<file path="src/rtl/atari7800_pkg.sv">
// Shared Atari 7800 core definitions: high-score save upload FSM states,
// default selector/timing constants and small address helpers.
package atari7800_pkg;

  localparam int unsigned  HSC_IOCTL_AW   = 25;
  localparam logic [7:0]   HSC_SAVE_INDEX = 8'd2;
  localparam logic [23:0]  HSC_QUIET_CYC  = 24'd7_143_000;

  typedef enum logic [1:0] {
    ST_IDLE  = 2'd0,
    ST_FETCH = 2'd1,
    ST_WAIT  = 2'd2
  } hsc_rd_state_e;

  // True when a host byte address lies beyond a save image of 2**aw bytes.
  function automatic logic addr_oob(input logic [HSC_IOCTL_AW-1:0] addr,
                                    input int unsigned aw);
    return (addr >> aw) != 25'd0;
  endfunction

endpackage

</file>
<file path="src/rtl/hsc_save_upload_if.sv">
// Host ioctl upload bus: the host (master) strobes byte reads, the save
// block (slave) returns the byte on ioctl_din.
interface hsc_ioctl_if;
  logic        ioctl_upload;
  logic [7:0]  ioctl_index;
  logic        ioctl_rd;
  logic [24:0] ioctl_addr;
  logic [7:0]  ioctl_din;

  modport master (
    output ioctl_upload,
    output ioctl_index,
    output ioctl_rd,
    output ioctl_addr,
    input  ioctl_din
  );

  modport slave (
    input  ioctl_upload,
    input  ioctl_index,
    input  ioctl_rd,
    input  ioctl_addr,
    output ioctl_din
  );
endinterface

</file>
<file path="src/rtl/hsc_save_upload_dirty_tracker.sv">
// Tracks unsaved console writes to the save RAM and raises a level request
// to the HPS after a quiet period or when the OSD opens.
module save_dirty_tracker
  import atari7800_pkg::*;
#(
  parameter logic [23:0] QUIET_CYC = HSC_QUIET_CYC
) (
  input  logic clk_sys,
  input  logic reset_n,
  input  logic cpu_wr,
  input  logic osd_status,
  input  logic sel_rise,
  input  logic sel_fall,
  output logic save_req
);

  logic        dirty_r;
  logic        wr_in_sess_r;
  logic [23:0] quiet_cnt_r;
  logic        quiet_seen_r;
  logic        osd_d_r;
  logic        save_req_r;
  logic        quiet_hit_s;
  logic        osd_rise_s;
  logic        set_req_s;

  // Request triggers: first cycle at saturation, or OSD opening; a write wins.
  always_comb begin
    quiet_hit_s = 1'b0;
    osd_rise_s  = 1'b0;
    set_req_s   = 1'b0;
    quiet_hit_s = (quiet_cnt_r == QUIET_CYC) && !quiet_seen_r;
    osd_rise_s  = osd_status && !osd_d_r;
    if (dirty_r && !cpu_wr) begin
      set_req_s = quiet_hit_s || osd_rise_s;
    end else begin
      set_req_s = 1'b0;
    end
  end

  // Dirty flag and the "written during this session" marker.
  always_ff @(posedge clk_sys or negedge reset_n) begin
    if (!reset_n) begin
      dirty_r      <= 1'b0;
      wr_in_sess_r <= 1'b0;
    end else begin
      if (sel_rise) begin
        wr_in_sess_r <= cpu_wr;
      end else begin
        wr_in_sess_r <= wr_in_sess_r | cpu_wr;
      end
      if (cpu_wr) begin
        dirty_r <= 1'b1;
      end else if (sel_fall && !wr_in_sess_r) begin
        dirty_r <= 1'b0;
      end else begin
        dirty_r <= dirty_r;
      end
    end
  end

  // Saturating quiet counter plus edge-detect history.
  always_ff @(posedge clk_sys or negedge reset_n) begin
    if (!reset_n) begin
      quiet_cnt_r  <= 24'd0;
      quiet_seen_r <= 1'b0;
      osd_d_r      <= 1'b0;
    end else begin
      if (cpu_wr) begin
        quiet_cnt_r <= 24'd0;
      end else if (dirty_r && (quiet_cnt_r != QUIET_CYC)) begin
        quiet_cnt_r <= quiet_cnt_r + 24'd1;
      end else begin
        quiet_cnt_r <= quiet_cnt_r;
      end
      quiet_seen_r <= (quiet_cnt_r == QUIET_CYC);
      osd_d_r      <= osd_status;
    end
  end

  // Save request level; a new upload session acknowledges it.
  always_ff @(posedge clk_sys or negedge reset_n) begin
    if (!reset_n) begin
      save_req_r <= 1'b0;
    end else if (set_req_s) begin
      save_req_r <= 1'b1;
    end else if (sel_rise) begin
      save_req_r <= 1'b0;
    end else begin
      save_req_r <= save_req_r;
    end
  end

  assign save_req = save_req_r;

endmodule

</file>
<file path="src/rtl/hsc_save_upload.sv">
// High-score / SaveKey image upload: serves host byte reads from the save
// RAM read port and signals the HPS when the image needs saving.
module hsc_save_upload
  import atari7800_pkg::*;
#(
  parameter int unsigned  ADDR_W     = 11,
  parameter logic [7:0]   SAVE_INDEX = HSC_SAVE_INDEX,
  parameter logic [23:0]  QUIET_CYC  = HSC_QUIET_CYC
) (
  input  logic              clk_sys,
  input  logic              reset_n,
  hsc_ioctl_if.slave        io,
  output logic [ADDR_W-1:0] mem_addr,
  output logic              mem_rd,
  input  logic [7:0]        mem_q,
  input  logic              cpu_wr,
  input  logic              osd_status,
  output logic              save_req,
  output logic              busy,
  output logic              rd_err
);

  hsc_rd_state_e     state_r;
  logic [24:0]       addr_r;
  logic [ADDR_W-1:0] mem_addr_r;
  logic              mem_rd_r;
  logic              busy_r;
  logic [7:0]        din_r;
  logic              rd_err_r;
  logic              sel_d_r;
  logic              sel_s;
  logic              sel_rise_s;
  logic              sel_fall_s;
  logic              rd_go_s;
  logic              rd_drop_s;

  // Session select, its edges, and accept/drop decisions for host strobes.
  always_comb begin
    sel_s      = 1'b0;
    sel_rise_s = 1'b0;
    sel_fall_s = 1'b0;
    rd_go_s    = 1'b0;
    rd_drop_s  = 1'b0;
    sel_s      = io.ioctl_upload && (io.ioctl_index == SAVE_INDEX);
    sel_rise_s = sel_s && !sel_d_r;
    sel_fall_s = !sel_s && sel_d_r;
    if (sel_s && io.ioctl_rd) begin
      rd_go_s   = (state_r == ST_IDLE);
      rd_drop_s = (state_r != ST_IDLE);
    end else begin
      rd_go_s   = 1'b0;
      rd_drop_s = 1'b0;
    end
  end

  // Read sequencer: issue one RAM read, wait out its latency, load the byte.
  always_ff @(posedge clk_sys or negedge reset_n) begin
    if (!reset_n) begin
      state_r    <= ST_IDLE;
      addr_r     <= 25'd0;
      mem_addr_r <= {ADDR_W{1'b0}};
      mem_rd_r   <= 1'b0;
      busy_r     <= 1'b0;
      din_r      <= 8'h00;
    end else begin
      case (state_r)
        ST_IDLE: begin
          if (rd_go_s) begin
            addr_r     <= io.ioctl_addr;
            mem_addr_r <= io.ioctl_addr[ADDR_W-1:0];
            mem_rd_r   <= 1'b1;
            busy_r     <= 1'b1;
            state_r    <= ST_FETCH;
          end else begin
            mem_rd_r   <= 1'b0;
            busy_r     <= 1'b0;
          end
        end
        ST_FETCH: begin
          mem_rd_r <= 1'b0;
          state_r  <= ST_WAIT;
        end
        ST_WAIT: begin
          din_r   <= addr_oob(addr_r, ADDR_W) ? 8'hFF : mem_q;
          busy_r  <= 1'b0;
          state_r <= ST_IDLE;
        end
        default: begin
          mem_rd_r <= 1'b0;
          busy_r   <= 1'b0;
          state_r  <= ST_IDLE;
        end
      endcase
    end
  end

  // Sticky dropped-strobe flag, cleared when a new session opens.
  always_ff @(posedge clk_sys or negedge reset_n) begin
    if (!reset_n) begin
      rd_err_r <= 1'b0;
      sel_d_r  <= 1'b0;
    end else begin
      sel_d_r <= sel_s;
      if (rd_drop_s) begin
        rd_err_r <= 1'b1;
      end else if (sel_rise_s) begin
        rd_err_r <= 1'b0;
      end else begin
        rd_err_r <= rd_err_r;
      end
    end
  end

  save_dirty_tracker #(
    .QUIET_CYC (QUIET_CYC)
  ) u_dirty (
    .clk_sys    (clk_sys),
    .reset_n    (reset_n),
    .cpu_wr     (cpu_wr),
    .osd_status (osd_status),
    .sel_rise   (sel_rise_s),
    .sel_fall   (sel_fall_s),
    .save_req   (save_req)
  );

  assign io.ioctl_din = din_r;
  assign mem_addr     = mem_addr_r;
  assign mem_rd       = mem_rd_r;
  assign busy         = busy_r;
  assign rd_err       = rd_err_r;

endmodule

</file>
<file path="src/flat_wrapper.sv">
// flat-port wrapper written by rule: the top's interface ports become plain ports
module hsc_save_upload_flat import atari7800_pkg::*;
#(
  parameter int unsigned  ADDR_W     = 11,
  parameter logic [7:0]   SAVE_INDEX = HSC_SAVE_INDEX,
  parameter logic [23:0]  QUIET_CYC  = HSC_QUIET_CYC
)
  (clk_sys, reset_n, mem_addr, mem_rd, mem_q, cpu_wr, osd_status, save_req, busy, rd_err, io_ioctl_upload, io_ioctl_index, io_ioctl_rd, io_ioctl_addr, io_ioctl_din);
  hsc_ioctl_if io_i ();
  input  logic clk_sys;
  input  logic reset_n;
  output logic [ADDR_W-1:0] mem_addr;
  output logic mem_rd;
  input  logic [7:0] mem_q;
  input  logic cpu_wr;
  input  logic osd_status;
  output logic save_req;
  output logic busy;
  output logic rd_err;
  input wire logic [$bits(io_i.ioctl_upload)-1:0] io_ioctl_upload;
  input wire logic [$bits(io_i.ioctl_index)-1:0] io_ioctl_index;
  input wire logic [$bits(io_i.ioctl_rd)-1:0] io_ioctl_rd;
  input wire logic [$bits(io_i.ioctl_addr)-1:0] io_ioctl_addr;
  output wire logic [$bits(io_i.ioctl_din)-1:0] io_ioctl_din;
  assign io_i.ioctl_upload = io_ioctl_upload;
  assign io_i.ioctl_index = io_ioctl_index;
  assign io_i.ioctl_rd = io_ioctl_rd;
  assign io_i.ioctl_addr = io_ioctl_addr;
  assign io_ioctl_din = io_i.ioctl_din;
  hsc_save_upload #(.ADDR_W(ADDR_W), .SAVE_INDEX(SAVE_INDEX), .QUIET_CYC(QUIET_CYC)) u_core (.clk_sys(clk_sys), .reset_n(reset_n), .io(io_i), .mem_addr(mem_addr), .mem_rd(mem_rd), .mem_q(mem_q), .cpu_wr(cpu_wr), .osd_status(osd_status), .save_req(save_req), .busy(busy), .rd_err(rd_err));
endmodule
</file>
<file path="config.mk">
export PLATFORM = sky130hd
export DESIGN_NAME = hsc_save_upload_flat
export DESIGN_NICKNAME = d
export VERILOG_FILES = /design/src/rtl/atari7800_pkg.sv /design/src/rtl/hsc_save_upload_if.sv /design/src/rtl/hsc_save_upload_dirty_tracker.sv /design/src/rtl/hsc_save_upload.sv /design/src/flat_wrapper.sv
export SDC_FILE = /design/constraint.sdc
export NUM_CORES = 1
export LEC_CHECK = 0
export ABC_AREA = 1
export ABC_CLOCK_PERIOD_IN_PS = 3600
export BUFFER_PORTS_ARGS = -buffer_cell sky130_fd_sc_hd__buf_2
export CAP_MARGIN = 20
export CELL_PAD_IN_SITES_DETAIL_PLACEMENT = 0
export CELL_PAD_IN_SITES_GLOBAL_PLACEMENT = 2
export CORE_MARGIN = 10
export CORE_UTILIZATION = 33
export DETAILED_ROUTE_END_ITERATION = 16
export HOLD_SLACK_MARGIN = 0.12
export PLACE_DENSITY_LB_ADDON = 0.1
export SYNTH_ARGS = -nofsm -noshare
export SYNTH_HDL_FRONTEND = slang
export SYNTH_SLANG_ARGS = --single-unit
</file>
<file path="constraint.sdc">
create_clock -name clk_sys -period 3.6 [get_ports clk_sys]
set_input_delay 0.54 -clock clk_sys [delete_from_list [all_inputs] [get_ports clk_sys]]
set_output_delay 0.54 -clock clk_sys [all_outputs]
set_load 0.03 [all_outputs]
</file>
==> impl_table.tex <==
\begin{tabular}{lr}
\hline
Metric & Value \\
\hline
\multicolumn{2}{l}{\textbf{Status}} \\
\quad Outcome & completed \\
\multicolumn{2}{l}{\textbf{Timing}} \\
\quad Post-layout minimum cycle time & 1.99 ns \\
\quad Setup repair after global routing missed its margin & false \\
\quad Number of hold-slack violations in the final timing report & 0 \\
\quad Max frequency & 503 MHz \\
\quad Final period utilization & 55.2\% \\
\quad Transition at the pin with the smallest max-transition slack & 0.573 ns \\
\quad Pins Over Slew Limit & 0 \\
\quad \# setup viols final & 0 \\
\quad Setup\_tns & 0 ns \\
\quad Hold Worst Slack & 0.216 ns \\
\quad Worst slew margin relative to its limit & 61.7\% \\
\quad Setup ws final & 1.61 ns \\
\quad Setup clock skew after layout & 0.0132 ns \\
\multicolumn{2}{l}{\textbf{Critical path}} \\
\quad Origin of the worst setup path & io\_ioctl\_index[5] \\
\quad Worst path top cell family by delay & simple AND/OR/NAND/NOR gates \\
\quad Startpoint-to-endpoint class of the critical path & input pin to flip-flop \\
\quad Ordered cell list for the critical path & buf\_2 > nor2\_1 > nand4\_1 > nor2\_2 > nand3\_2 > inv\_2 > nand2\_1 > nand2\_1 \\
\quad Most frequent cell on the critical path & sky130\_fd\_sc\_hd\_\_nand2\_1 \\
\quad Cell with the largest stage delay on the worst path & sky130\_fd\_sc\_hd\_\_inv\_2 \\
\quad Crit Path Max Fanout & 28 \\
\quad Data required, critical path & 3.89 ns \\
\quad Nature of the critical path startpoint & input pin \\
\quad Startpoint of the worst-slack reg-to-reg timing path & u\_core.u\_dirty.quiet\_cnt\_r[0] \\
\quad Arrival time of data at the critical path endpoint & 2.28 ns \\
\quad Buf/Inv on CP & 2 \\
\quad Slowest stage delay, CP & 0.54 ns \\
\quad Type of element capturing the critical path & flip-flop \\
\quad Worst reg2reg setup slack & between 1.5 and 2 ns \\
\multicolumn{2}{l}{\textbf{Cells and area}} \\
\quad Most frequent standard cell in the layout excluding fill and tap cells & sky130\_fd\_sc\_hd\_\_nand2\_1 \\
\quad Top library cells by usage in the layout, fill and taps aside & sky130\_fd\_sc\_hd\_\_nand2\_1 (215), sky130\_fd\_sc\_hd\_\_buf\_2 (69), sky130\_fd\_sc\_hd\_\_dfrtp\_1 (68), sky130\_fd\_sc\_hd\_\_nor2\_1 (58), sky130\_fd\_sc\_hd\_\_inv\_1 (36) \\
\quad Ratio of cells with drive above 1 in the final layout & 19.0\% \\
\quad Final nets & a little under 600 \\
\quad Synth-to-Final Area Change & 18.2\% \\
\quad Cell area after layout & 0.00424 mm² \\
\quad Ant. Diodes & 0 \\
\multicolumn{2}{l}{\textbf{Power}} \\
\quad Power share of the sequential group & 45.3\% \\
\quad Net Switching & 392 µW \\
\quad Largest vdd supply drop & 229 µV \\
\quad Switching part of the total power & 22.5\% \\
\quad Clk pwr share & 48.1\% \\
\quad Power density over cell area & 410 mW/mm² \\
\quad Internal power & 1.35 mW \\
\quad Comb pwr share & 6.6\% \\
\quad Sum of internal, switching and leakage power & 1.74 mW \\
\quad Static Leakage & approximately 2.3 nW \\
\multicolumn{2}{l}{\textbf{Placement}} \\
\quad Placer Congestion & about 0.8 \\
\quad Placed Area & 0.00398 mm² \\
\quad Sum of net half-perimeters after detailed placement & 6750 µm \\
\quad Worst setup slack before clock tree synthesis & 1.20 ns \\
\quad Count of buffers from port buffering & approximately 70 \\
\multicolumn{2}{l}{\textbf{Clock tree}} \\
\quad Post-CTS setup buffer count & 0 \\
\quad Clock tree sinks & 68 \\
\quad Depth of the CTS H-tree & 3 \\
\quad Bufs on Longest Clock Path & 2 \\
\quad Clk\_lat worst skew & 0.35 ns \\
\quad CTS-repair resized insts & 0 \\
\quad Clock input transition at the sequential cells of the worst setup and hold paths & around 0.080 ns \\
\quad Number of buffers inserted by hold repair at cts & 0 \\
\quad Clock buffers created by TritonCTS & 9 \\
\quad Clock tree from TritonCTS & built \\
\quad Clk root buf & sky130\_fd\_sc\_hd\_\_clkbuf\_8 \\
\multicolumn{2}{l}{\textbf{Global route}} \\
\quad Global-route wire length before repair & about 15,000 µm \\
\quad Global route total overflow & 0 \\
\quad All-layer global routing usage & 12.0\% \\
\quad Initial antenna violation count & 0 \\
\quad Largest net degree at the start of global routing & 37 \\
\quad Vias in the first global route & 3,093 \\
\multicolumn{2}{l}{\textbf{Hold path}} \\
\quad Hold WC Path Type & input pin to asynchronous set/reset pin \\
\multicolumn{2}{l}{\textbf{Drt}} \\
\quad Routed len/inst & 13.4 µm \\
\quad Detailed-route vias per instance & roughly 4.4 \\
\quad Vias post-DR & 3,071 \\
\quad Violation count after the first detailed-routing iteration & 139 \\
\quad Total detailed-routing wirelength & $\sim$9300 µm \\
\quad Post-route antenna net violation count & 0 \\
\quad Number of optimization iterations in the first detailed-route pass & 4 \\
\quad Number of design rule violations left after detail routing & 0 \\
\multicolumn{2}{l}{\textbf{Synth}} \\
\quad Synth Net Count & 536 \\
\quad Post-synth design cell area & 0.00359 mm² \\
\quad Number of distinct library cells after synthesis & 29 \\
\quad Share of Yosys cell area claimed by the top area cell type & 47.4\% \\
\quad Cell type with the largest total area after synthesis & sky130\_fd\_sc\_hd\_\_dfrtp\_1 \\
\quad Yosys warns & 0 \\
\quad Number of synthesized register bits & 68 \\
\quad Top cells by area, synth & sky130\_fd\_sc\_hd\_\_dfrtp\_1 (47\%), sky130\_fd\_sc\_hd\_\_nand2\_1 (22\%), sky130\_fd\_sc\_hd\_\_nor2\_1 (6.1\%) \\
\quad Sequential cell area fraction in the yosys report & 47.4\% \\
\quad Post-Synthesis Mean Instance Area & 7.37 µm² \\
\quad Synthesized instance count & 487 \\
\multicolumn{2}{l}{\textbf{Floorplanning}} \\
\quad Area inside the core boundary & 0.0107 mm² \\
\quad Y dimension of the die & around 120 µm \\
\quad Number of ports placed on the die boundary & 70 \\
\quad X dimension of the die & 124 µm \\
\quad Starting density of the core & 33.4\% \\
\quad Area enclosed by the die boundary & around 0.015 mm² \\
\quad Number of rows created at floorplan & 38 \\
\multicolumn{2}{l}{\textbf{Run}} \\
\quad Number of max-cap violations & 0 \\
\hline
\end{tabular}
[final cells by class]
cell class                      count  area (µm²)
Fill cell                        1197        6500
Sequential cell                    68        1700
Multi-Input combinational cell    352        1570
Timing Repair Buffer               72         368
Tap cell                          140         175
Inverter                           45         170
Clock inverter                      6         136
Clock buffer                        9         124
[synth_stat cells]
cell type and instances:
sky130_fd_sc_hd__nand2_4 2, sky130_fd_sc_hd__clkbuf_1 5, sky130_fd_sc_hd__nand4_1 15, sky130_fd_sc_hd__nor4_4 1, sky130_fd_sc_hd__clkinv_1 3, sky130_fd_sc_hd__and3_1 1, sky130_fd_sc_hd__nand2_1 215, sky130_fd_sc_hd__nand3_2 1
sky130_fd_sc_hd__o21ai_0 4, sky130_fd_sc_hd__nand2_2 1, sky130_fd_sc_hd__buf_2 2, sky130_fd_sc_hd__nor3_1 1, sky130_fd_sc_hd__nor2_1 58, sky130_fd_sc_hd__nand3_1 28, sky130_fd_sc_hd__clkinv_2 1, sky130_fd_sc_hd__or2_2 1
sky130_fd_sc_hd__o21bai_1 4, sky130_fd_sc_hd__nor2_4 1, sky130_fd_sc_hd__ha_1 2, sky130_fd_sc_hd__nor2_2 4, sky130_fd_sc_hd__inv_2 5, sky130_fd_sc_hd__xnor2_1 3, sky130_fd_sc_hd__o22ai_1 1, sky130_fd_sc_hd__buf_4 13
sky130_fd_sc_hd__inv_1 36, sky130_fd_sc_hd__xor2_1 8, sky130_fd_sc_hd__buf_6 2, sky130_fd_sc_hd__nand3_4 1, sky130_fd_sc_hd__dfrtp_1 68
[power by group through the flow]
stage | combinational, mW | clock, mW | sequential (mW)
global placement | 0.119 | 0 | 0.804
finish | 0.114 | 0.837 | 0.789
global route | 0.131 | 0.900 | 0.792
floorplan | 0.0513 | 0 | 0.811
CTS | 0.119 | 0.863 | 0.790
detailed placement | 0.118 | 0 | 0.804
[per-layer routing]
layer	part of all wire [%]	vias up	wire, µm	track usage [%]
li1	-	1604	-	-
met1	48	1403	4480	15.0
met2	46	55	4290	18.8
met3	4.7	9	439	4.89
met4	0.88	0	82	2.47
met5	0	-	0	0
[state kept, by name (all words and copies together), names as in the netlist, 2 cells and up]
register / flops
u_core.addr_r: 15
u_core.io.ioctl_din: 8
u_core.mem_addr: 10
u_core.state_r: 2
u_core.u_dirty.quiet_cnt_r: 24
[worst register-to-register path, stage by stage (launching register included)]
cell and delay, ns:
sky130_fd_sc_hd__dfrtp_1 0.47, sky130_fd_sc_hd__inv_1 0.11, sky130_fd_sc_hd__ha_1 0.21, sky130_fd_sc_hd__nand3_1 0.09, sky130_fd_sc_hd__nor2_2 0.06, sky130_fd_sc_hd__nand3_4 0.12, sky130_fd_sc_hd__nand2_4 0.07, sky130_fd_sc_hd__nand2_4 0.13
sky130_fd_sc_hd__clkinv_2 0.32, sky130_fd_sc_hd__nand2_1 0.15, sky130_fd_sc_hd__nand2_1 0.07
[final timing paths]
path | cells past startpoint | to
min reg2reg | 2 | u_core.u_dirty.save_req
min in group clk_sys | 1 | u_core.u_dirty.osd_d_r
max reg2reg | 10 | u_core.u_dirty.quiet_cnt_r[20]
max | 8 | u_core.addr_r[12]
min | 2 | u_core.u_dirty.quiet_cnt_r[7]
max in group asynchronous | 2 | u_core.io.ioctl_din[1]
[metrics by stage]
stage               cells  util [%]
floorplan             487         -
global placement      677      37.1
detailed placement    677      37.1
CTS                   692      39.5
global route          692      39.5
finish                692      39.5
[logic make-up (layout without fill, tap and decap cells)]
family                     count (synthesis)  after routing  share of synthesized area, %
and+or+nand+nor                          330            330                          38.7
DFF                                       68             68                          47.4
buffers and inverters                     67            132                          8.89
xor gates and xnor gates                  11             11                          2.69
AOI/OAI and AO/OA                          9              9                          1.57
adders and majority gates                  2              2                         0.697
(Power assumes the default switching activity.)
